**config.mk**
```make
export PLATFORM = sky130hd
export DESIGN_NAME = fetch_sequencer
export DESIGN_NICKNAME = d
export VERILOG_FILES = /design/src/rtl/fetch_seq_pkg.sv /design/src/rtl/ret_stack.sv /design/src/rtl/fetch_sequencer.sv
export SDC_FILE = /design/constraint.sdc
export NUM_CORES = 1
export LEC_CHECK = 0
export ABC_AREA = 1
export CORE_UTILIZATION = 49
export DETAILED_ROUTE_END_ITERATION = 8
export PLACE_DENSITY = 0.75
export SETUP_SLACK_MARGIN = 0.2
export SLEW_MARGIN = 30
export SYNTH_ARGS = -nofsm -noshare
export SYNTH_HDL_FRONTEND = slang
export SYNTH_HIERARCHICAL = 1
export SYNTH_SLANG_ARGS = --single-unit
export TNS_END_PERCENT = 30
```
**constraint.sdc**
```tcl
create_clock -name clk -period 5.1 [get_ports clk]
set_input_delay 1.02 -clock clk [delete_from_list [all_inputs] [get_ports clk]]
set_output_delay 1.02 -clock clk [all_outputs]
set_load 0.005 [all_outputs]
```
**src/rtl/fetch_seq_pkg.sv**
```systemverilog
// rtl/fetch_seq_pkg.sv - shared state encodings and defaults for the fetch sequencer
package fetch_seq_pkg;

  typedef enum logic [1:0] {
    ST_IDLE  = 2'b00,
    ST_FETCH = 2'b01,
    ST_STALL = 2'b10,
    ST_HALT  = 2'b11
  } fetch_state_e;

  localparam int unsigned DEFAULT_RESET_ADDR  = 0;
  localparam int unsigned DEFAULT_STACK_DEPTH = 4;

endpackage

```
**src/rtl/ret_stack.sv**
```systemverilog
// rtl/ret_stack.sv - return-address LIFO; pushes when full and pops when empty are dropped
module ret_stack #(
  parameter int unsigned DEPTH = 4,
  parameter int unsigned WIDTH = 12
) (
  input  logic             clk,
  input  logic             rst_n,
  input  logic             push,
  input  logic             pop,
  input  logic [WIDTH-1:0] push_data,
  output logic [WIDTH-1:0] top,
  output logic             full,
  output logic             empty
);

  localparam int unsigned CW = $clog2(DEPTH + 1);
  localparam int unsigned IW = (DEPTH > 1) ? $clog2(DEPTH) : 1;

  logic [WIDTH-1:0] mem_q [2**IW];
  logic [CW-1:0]    count_q;
  logic [IW-1:0]    wr_idx;
  logic [IW-1:0]    top_idx;

  assign wr_idx  = count_q[IW-1:0];
  assign top_idx = wr_idx - IW'(1);
  assign full    = (count_q == CW'(DEPTH));
  assign empty   = (count_q == '0);
  assign top     = mem_q[top_idx];

  always_ff @(posedge clk or negedge rst_n) begin
    if (!rst_n) begin
      count_q <= '0;
    end else if (push && !full) begin
      count_q <= count_q + CW'(1);
    end else if (pop && !empty) begin
      count_q <= count_q - CW'(1);
    end
  end

  // Entry storage needs no reset: occupancy alone decides what is readable.
  always_ff @(posedge clk) begin
    if (push && !full) begin
      mem_q[wr_idx] <= push_data;
    end
  end

endmodule

```
**src/rtl/fetch_sequencer.sv**
```systemverilog
// rtl/fetch_sequencer.sv - instruction fetch PC sequencer with branch, call/return and stall handling
module fetch_sequencer
  import fetch_seq_pkg::*;
#(
  parameter int unsigned ADDR_WIDTH  = 12,
  parameter int unsigned RESET_ADDR  = DEFAULT_RESET_ADDR,
  parameter int unsigned STACK_DEPTH = DEFAULT_STACK_DEPTH
) (
  input  logic                  clk,
  input  logic                  reset,
  input  logic                  start,
  input  logic                  halt,
  input  logic                  stall,
  input  logic                  branch_taken,
  input  logic [ADDR_WIDTH-1:0] branch_target,
  input  logic                  call_en,
  input  logic [ADDR_WIDTH-1:0] call_target,
  input  logic                  ret_en,
  output logic                  imem_req,
  output logic [ADDR_WIDTH-1:0] imem_addr,
  input  logic                  imem_ack,
  output logic                  instr_valid,
  output logic [ADDR_WIDTH-1:0] pc_out,
  output logic [1:0]            state_out,
  output logic                  stack_err
);

  fetch_state_e          state_q, state_d;
  logic [ADDR_WIDTH-1:0] pc_q, pc_d;
  logic                  err_q, err_d;
  logic [ADDR_WIDTH-1:0] pc_inc;
  logic                  stk_push, stk_pop, stk_full, stk_empty;
  logic [ADDR_WIDTH-1:0] stk_top;

  assign pc_inc      = pc_q + ADDR_WIDTH'(1);
  assign imem_req    = (state_q == ST_FETCH);
  assign imem_addr   = pc_q;
  assign pc_out      = pc_q;
  assign state_out   = state_q;
  assign stack_err   = err_q;
  assign instr_valid = imem_req & imem_ack & ~stall & ~branch_taken
                     & ~call_en & ~ret_en & ~halt;

  ret_stack #(
    .DEPTH(STACK_DEPTH),
    .WIDTH(ADDR_WIDTH)
  ) u_ret_stack (
    .clk      (clk),
    .rst_n    (reset),
    .push     (stk_push),
    .pop      (stk_pop),
    .push_data(pc_inc),
    .top      (stk_top),
    .full     (stk_full),
    .empty    (stk_empty)
  );

  always_comb begin
    state_d  = state_q;
    pc_d     = pc_q;
    err_d    = err_q;
    stk_push = 1'b0;
    stk_pop  = 1'b0;
    case (state_q)
      ST_IDLE, ST_HALT: begin
        if (start) state_d = ST_FETCH;
      end
      default: begin
        state_d = ST_FETCH;
        if (halt) begin
          state_d = ST_HALT;
        end else if (ret_en) begin
          // An empty-stack return falls through to the next sequential address.
          if (stk_empty) begin
            err_d = 1'b1;
            pc_d  = pc_inc;
          end else begin
            stk_pop = 1'b1;
            pc_d    = stk_top;
          end
        end else if (call_en) begin
          pc_d = call_target;
          if (stk_full) err_d = 1'b1;
          else          stk_push = 1'b1;
        end else if (branch_taken) begin
          pc_d = branch_target;
        end else if (stall) begin
          state_d = ST_STALL;
        end else if (state_q == ST_FETCH && imem_ack) begin
          pc_d = pc_inc;
        end
      end
    endcase
  end

  always_ff @(posedge clk or negedge reset) begin
    if (!reset) begin
      state_q <= ST_IDLE;
      pc_q    <= ADDR_WIDTH'(RESET_ADDR);
      err_q   <= 1'b0;
    end else begin
      state_q <= state_d;
      pc_q    <= pc_d;
      err_q   <= err_d;
    end
  end

endmodule

```
==> summary.md, run 1 <==
| Metric | Value |
|---|---|
| Status | finished clean |
| Io pins | 62 |
| Maxcap violations | 0 |
| Post-Syn Instances | about 400 |
| Cts hold-fix bufs | 0 |
| # fillers | between 500 and 600 |
| Syn Std Cell Area | roughly 3500 µm² |
| Synth cell count leaders | 91 x nand2_1, 52 x nor2_1, 48 x edfxtp_1, 37 x inv_1, 34 x nand3_1 |
| Final net count | roughly 490 |
| Synth warn | 6 |
| Critical-path maximum fanout | 7 |
| Post-synth EDFFs | 48 |
| P_int | between 1 and 1.5 mW |
| Fin Setup TNS | 0 ps |
| Die X | just under 90 µm |
| Layout Skew | around 12 ps |
| Post-Layout Cell Count | between 500 and 600 |
| Slew @ Worst Pin | 918.7 ps |
| Root Driver | clkbuf_8 |
| Synth cell types | 30 |
| IO Port Bufs | 61 |
| Layer with the highest usage | met2 |
| Syn Nets | about 430 |
| Worst Setup Start Kind | primary input |
| VDD IR max | roughly 320 µV |
| Routed WL per cell | approximately 15 µm |
| Row cnt | 30 |
| CP Cell Sequence | clkdlybuf4s50_1 -> nor2_4 -> nand2_1 -> nor4_1 -> clkdlybuf4s50_1 |
| Worst setup path class | in2out |
| Final setup fails | 0 |
| Placed cell count | 530 |
| Via density | roughly 5.2 |
| Core ar. | around 6900 µm² |
| Final instance area | around 4300 µm² |
| Leakage | between 1.5 and 2 nW |
| Die outline area | approximately 7500 µm² |
| Most frequent cell after synthesis | nand2_1 |
| Number of synthesized register bits | 66 |
| Routing usage on met3 | under 10% |
| Die height | 86.59 µm |
| GRT Util Overall | approximately a quarter |
| Largest net degree at the start of global routing | 30 |
| Total CTS buffers | 9 |
| First-pass GRT wire length | 12980 µm |
| R2r setup slk | about 2200 ps |
| RSZ-0062 raised after global routing | false |
| Synth area leaders | edfxtp_1 41%, dfrtp_1 13%, nand2_1 9.7%, nor2_1 5.6%, nand3_1 4.9% |
| Final Util | a little over three fifths |
| Initial antenna violation count | 0 |
| Hold crit path type | reg2reg |
| Crit-path slowest cell | clkdlybuf4s50_1 |
| Clock network power share | 21.7% |
| DPL Wire Length | slightly below 6000 µm |
| Gpl congestion | approximately 0.86 |
| Cell mode on critical path | clkdlybuf4s50_1 |
| Average size of a mapped cell | between 8 and 9 µm² |
| Max stage delay on crit path | approximately 540 ps |
| Final period util | between 70% and 80% |
| Clk slew on worst S/H paths | about 70 ps |
| Register area share after synthesis | between 50% and 60% |
| FFs w/ async S/R, synth | a little over a quarter |
| Post-synth top area cell | edfxtp_1 |
| DR vias | approximately 2900 |
| Resize count post-CTS | 0 |
| Share of the synthesized area in the top cell type | 41.11% |
| Rel. slew slack | 38.53% |
| Area post-placement | between 4000 and 5000 µm² |
| DRT Pass-1 Iters | 5 |
| Max Fclk | ~270 MHz |
| Req. time, crit path | a little over 4000 ps |
| Logic pwr share | 45.0% |
| Starting density of the core | 51.04% |
| Pwr dens | 563.2 nW/µm² |
| Met2 Use GR | between 30% and 40% |
| # DRC | 0 |
| Reg power frac | between 30% and 40% |
| Drt total wl | approximately 8200 µm |
| Switch share | between 30% and 40% |
| Clk sinks | 66 |
| CP Capture Type | output pin |
| Switching power | 0.9333 mW |
| Inserted Diodes | 0 |
| Final hold violation count | 0 |
| CTS H-Tree Depth | 3 |
| Layout Area Growth over Synthesis | 23.09% |
| GR Util met1 | 32.68% |
| Skew-Pair Late Insertion Delay | approximately 340 ps |
| Initial DRC count | roughly 200 |
| Max Transition Viols Final | 0 |
| Clk buf depth | 2 |
| Global route total overflow | 0 |
| Min Tclk post-route | 3686 ps |
| Setup Fix Bufs, Post-CTS | 0 |
| Share of cells above drive strength 1 | 7.556% |
| Worst EP arrival | 2670 ps |
| Post-synth top flop | edfxtp_1 |
| TritonCTS clock tree | done |
| Final ANT Viol Nets | 0 |
| Vias in the first global route | 2662 |
==> cell families (layout without fill, tap and decap cells) <==
| logic type | count (synthesis) | count (layout) | share of synthesized area (%) |
|---|---|---|---|
| buffers and inverters | 64 | 120 | 9.493 |
| AO/OA/AOI/OAI | 57 | 57 | 9.101 |
| AND/OR/NAND/NOR | 197 | 197 | 24.20 |
| adder cells (fa/ha/maj) | 7 | 7 | 2.498 |
| flip-flops | 66 | 66 | 53.96 |
| XOR/XNOR | 3 | 3 | 0.7496 |
==> layer usage <==
layer / vias to the layer above / share of wire, %
met4: 0 / 1.7
li1: 1408 / -
met3: 13 / 5.8
met5: - / 0
met2: 112 / 47
met1: 1333 / 45
==> state kept, by name, summed over array words and instances (netlist names) <==
register and cells:
u_ret_stack/mem_q 48, state_out 2, u_ret_stack/count_q 3, stack_err 1, imem_addr 12
==> through the flow <==
stage	hold WS, ps	power [mW]	setup WS [ps]
global placement	468.4	1.862	1432
finish	473.9	2.431	1414
floorplan	467.8	1.542	2475
CTS	482.8	2.426	1403
detailed placement	466.6	1.887	1407
global route	504.1	2.594	1309
==> power by group through the flow <==
| stage | combinational [mW] | clock [mW] | sequential, mW |
|---|---|---|---|
| floorplan | 0.729 | 0 | 0.813 |
| global placement | 1.04 | 0 | 0.817 |
| detailed placement | 1.07 | 0 | 0.818 |
| CTS | 1.08 | 0.534 | 0.809 |
| global route | 1.22 | 0.555 | 0.824 |
| finish | 1.09 | 0.527 | 0.810 |
==> critical path, delay by kind of cell <==
| kind | cells | cell delay, ps |
|---|---|---|
| AND/OR/NAND/NOR | 3 | 560 |
| buffers and inverters | 2 | 1080 |
==> cell usage in the layout (no fill, tap or decap) <==
| cell | Yosys | layout |
|---|---|---|
| a21boi_1 | 4 | 4 |
| a21oi_1 | 4 | 4 |
| and2_1 | 6 | 6 |
| buf_2 | 2 | 1 |
| buf_4 | 16 | 1 |
| bufinv_16 | 0 | 3 |
| clkbuf_8 | 0 | 9 |
| clkdlybuf4s50_1 | 0 | 60 |
| clkinv_1 | 1 | 1 |
| clkinv_2 | 0 | 2 |
| clkinv_4 | 0 | 2 |
| dfrtp_1 | 18 | 18 |
| edfxtp_1 | 48 | 48 |
| ha_1 | 7 | 7 |
| inv_1 | 37 | 37 |
| inv_2 | 4 | 4 |
| nand2_1 | 91 | 91 |
| nand2_2 | 2 | 2 |
| nand3_1 | 34 | 34 |
| nand3_2 | 1 | 1 |
| nand4_1 | 4 | 4 |
| nor2_1 | 52 | 48 |
| nor2_2 | 1 | 5 |
| nor2_4 | 2 | 2 |
| nor3_1 | 1 | 1 |
| nor3_2 | 1 | 1 |
| nor4_1 | 1 | 1 |
| o21ai_0 | 16 | 16 |
| o21ai_1 | 17 | 17 |
| o21bai_1 | 1 | 1 |
| o22ai_1 | 14 | 14 |
| o2bb2ai_1 | 1 | 1 |
| or2_2 | 1 | 1 |
| xor2_1 | 3 | 3 |
==> worst paths after layout <==
| check | to | depth (start not counted) | from |
|---|---|---|---|
| setup / recovery | instr_valid | 5 | ret_en |
| hold / removal | stack_err$_DFFE_PN0P_ | 1 | stack_err$_DFFE_PN0P_ |
| setup reg to reg | u_ret_stack/mem_q[2][6]$_DFFE_PP_ | 8 | u_ret_stack/count_q[0]$_DFFE_PN0P_ |
| hold reg to reg | stack_err$_DFFE_PN0P_ | 1 | stack_err$_DFFE_PN0P_ |
| max in group asynchronous | imem_addr[5]$_DFFE_PN0P_ | 1 | reset |
| min in group asynchronous | u_ret_stack/count_q[2]$_DFFE_PN0P_ | 1 | reset |
==> cell type report <==
type                    instances  area (µm²)  share of cell area (%)
inverters                      42       157.7                   3.653
clock inverters                 7       117.6                   2.725
well taps                      96       120.1                   2.783
flip-flops and latches         66        1892                   43.84
clock buffers                   9       123.9                   2.870
multi-input cells             264        1291                   29.92
repair buffers                 62       613.1                   14.21
Note: power is estimated with default switching activity, not from simulation.
==> run 2: changes to the inputs <==
clock period = 3.82 ns   (was 5.1 ns; I/O delays follow)
==> run 2 against run 1 <==
  * Cell area barely moved
  * First-iteration DRC count rose by 12%
  * Critical endpoint unchanged
  * Final cell count rose by 1.1%
  * Flip-flop and latch count did not move
  * Count of clock-buffer cells in the layout rose by 1
  * Power rose by 31%
  * Sequential power rose by 33%
  * Worst setup slack got worse by 770 ps
  * Combinational power rose by 35%
==> summary.md, run 2 (synthesis gave the netlist of run 1 again) <==
| Metric | Value |
|---|---|
| Initial DRC count | approximately 220 |
| DR vias | between 2000 and 3000 |
| Io pins | 62 |
| Final setup fails | 0 |
| Worst EP arrival | roughly 2400 ps |
| Commonest non-fill, non-tap cell in the layout | nand2_1 |
| Hold crit path type | in2async |
| Row cnt | 30 |
| Min Tclk post-route | roughly 3200 ps |
| DPL Wire Length | slightly below 6000 µm |
| Global route total overflow | 0 |
| Placement Setup Slack | 657.2 ps |
| Placed cell count | roughly 540 |
| Maxcap violations | 0 |
| Clk sinks | 66 |
| Skew-Pair Late Insertion Delay | between 300 and 400 ps |
| Cts hold-fix bufs | 0 |
| Largest register FFs | 48 |
| Drt total wl | between 8000 and 9000 µm |
| Layout Area Growth over Synthesis | 23.16% |
| IO Port Bufs | 61 |
| Core ar. | 6869 µm² |
| Top sig layer | met4 |
| Status | finished clean |
| Vias in the first global route | approximately 2500 |
| Met2 WL | ~4000 µm |
| DRT Pass-1 Iters | 6 |
| Root Driver | clkbuf_8 |
| Met3 Wirelength | 569 µm |
| Critical-path maximum fanout | 7 |
| Final Util | 62.86% |
| Largest register by flop count | u_ret_stack/mem_q |
| RSZ-0062 raised after global routing | false |
| Reg2Reg Launch Point | state_out[0]$_DFFE_PN0P_ |
| Inserted Diodes | 0 |
| Worst Setup Start Kind | primary input |
| Gpl congestion | between 0.8 and 0.9 |
| Starting density of the core | between 50 and 60% |
| Share of cells above drive strength 1 | under 10% |
| TritonCTS clock tree | done |
| Clk buf depth | 2 |
| Worst setup path class | in2out |
| Worst-case reg-to-reg path depth | 11 |
| Largest net degree at the start of global routing | 29 |
| # DRC | 0 |
| Die X | slightly below 90 µm |
| Post-Layout Cell Count | 552 |
| Max Transition Viols Final | 0 |
| Final net count | between 400 and 500 |
| Final ANT Viol Nets | 0 |
| Pwr dens | ~740 nW/µm² |
| Fin Setup TNS | 0 ps |
| Worst setup path start | ret_en |
| Post-route setup slack | approximately 650 ps |
| Most frequent cells in the layout | 91 x nand2_1, 60 x clkdlybuf4s50_1, 52 x nor2_1, 48 x edfxtp_1, 37 x inv_1 |
| Clk slew on worst S/H paths | approximately 80 ps |
| Die outline area | between 7000 and 8000 µm² |
| Via density | just over 5 |
| CTS H-Tree Depth | 3 |
| Leakage | 1.758 nW |
| Total CTS buffers | 9 |
| Final period util | 83.11% |
| Routed WL per cell | around 15 µm |
| Max Fclk | roughly 310 MHz |
| Slew @ Worst Pin | around 850 ps |
| Layout Skew | 15.06 ps |
| Final hold violation count | 0 |
| Initial antenna violation count | 0 |
| M1 WL | about 3700 µm |
| GRT Util Overall | 23.39% |
| Req. time, crit path | a little over 3000 ps |
| CP Capture Type | output pin |
| VDD IR max | a little under 400 µV |
| Resize count post-CTS | 0 |
| Die height | approximately 87 µm |
| Rel. slew slack | about 43% |
| Setup Fix Bufs, Post-CTS | 0 |
| First-pass GRT wire length | 12740 µm |
run 2: through the flow:
step           area, µm²  hold slack, ps  power (mW)
3_5_place_dp        4114           469.7       2.553
6_report            4318           366.5       3.176
5_1_grt             4318           393.1       3.378
3_3_place_gp        4114           470.4       2.521
2_1_floorplan       3506           467.8       2.058
4_1_cts             4323           485.6       3.184
run 2: worst paths after layout:
| path | endpoint | slack [ps] |
|---|---|---|
| min in group clk | stack_err$_DFFE_PN0P_ | 480 |
| min | imem_addr[6]$_DFFE_PN0P_ | 370 |
| min reg2reg | stack_err$_DFFE_PN0P_ | 480 |
| max | instr_valid | 650 |
| max reg2reg | u_ret_stack/count_q[2]$_DFFE_PN0P_ | 1380 |
| max in group asynchronous | imem_addr[3]$_DFFE_PN0P_ | 3130 |
run 2: critical path, cell delays in order:
cell             delay, ps
clkdlybuf4s50_1        540
nor2_4                 220
nand2_1                150
nor4_1                 190
clkdlybuf4s50_1        540
run 2: routing by layer:
metal / vias up / GRT usage [%]
met1: 1318 / 32.60
met5: - / 0
li1: 1423 / -
met3: 8 / 3.714
met4: 0 / 9.091
met2: 107 / 37.01
run 2: final cells by class:
| cell class | instances | area, µm² |
|---|---|---|
| repair buffers | 68 | 658.1 |
| well taps | 96 | 120.1 |
| fillers | 585 | 2551 |
| multi-input cells | 264 | 1281 |
| clock buffers | 10 | 127.6 |
| clock inverters | 6 | 81.33 |
| inverters | 42 | 157.7 |
| flip-flops and latches | 66 | 1892 |
run 2: report_power, final:
| group | total, mW | internal [mW] | switching [mW] |
|---|---|---|---|
| Sequential | 1.08 | 0.964 | 0.119 |
| Combinational | 1.47 | 0.619 | 0.848 |
| Clock | 0.625 | 0.363 | 0.262 |
| Total | 3.18 | 1.95 | 1.23 |
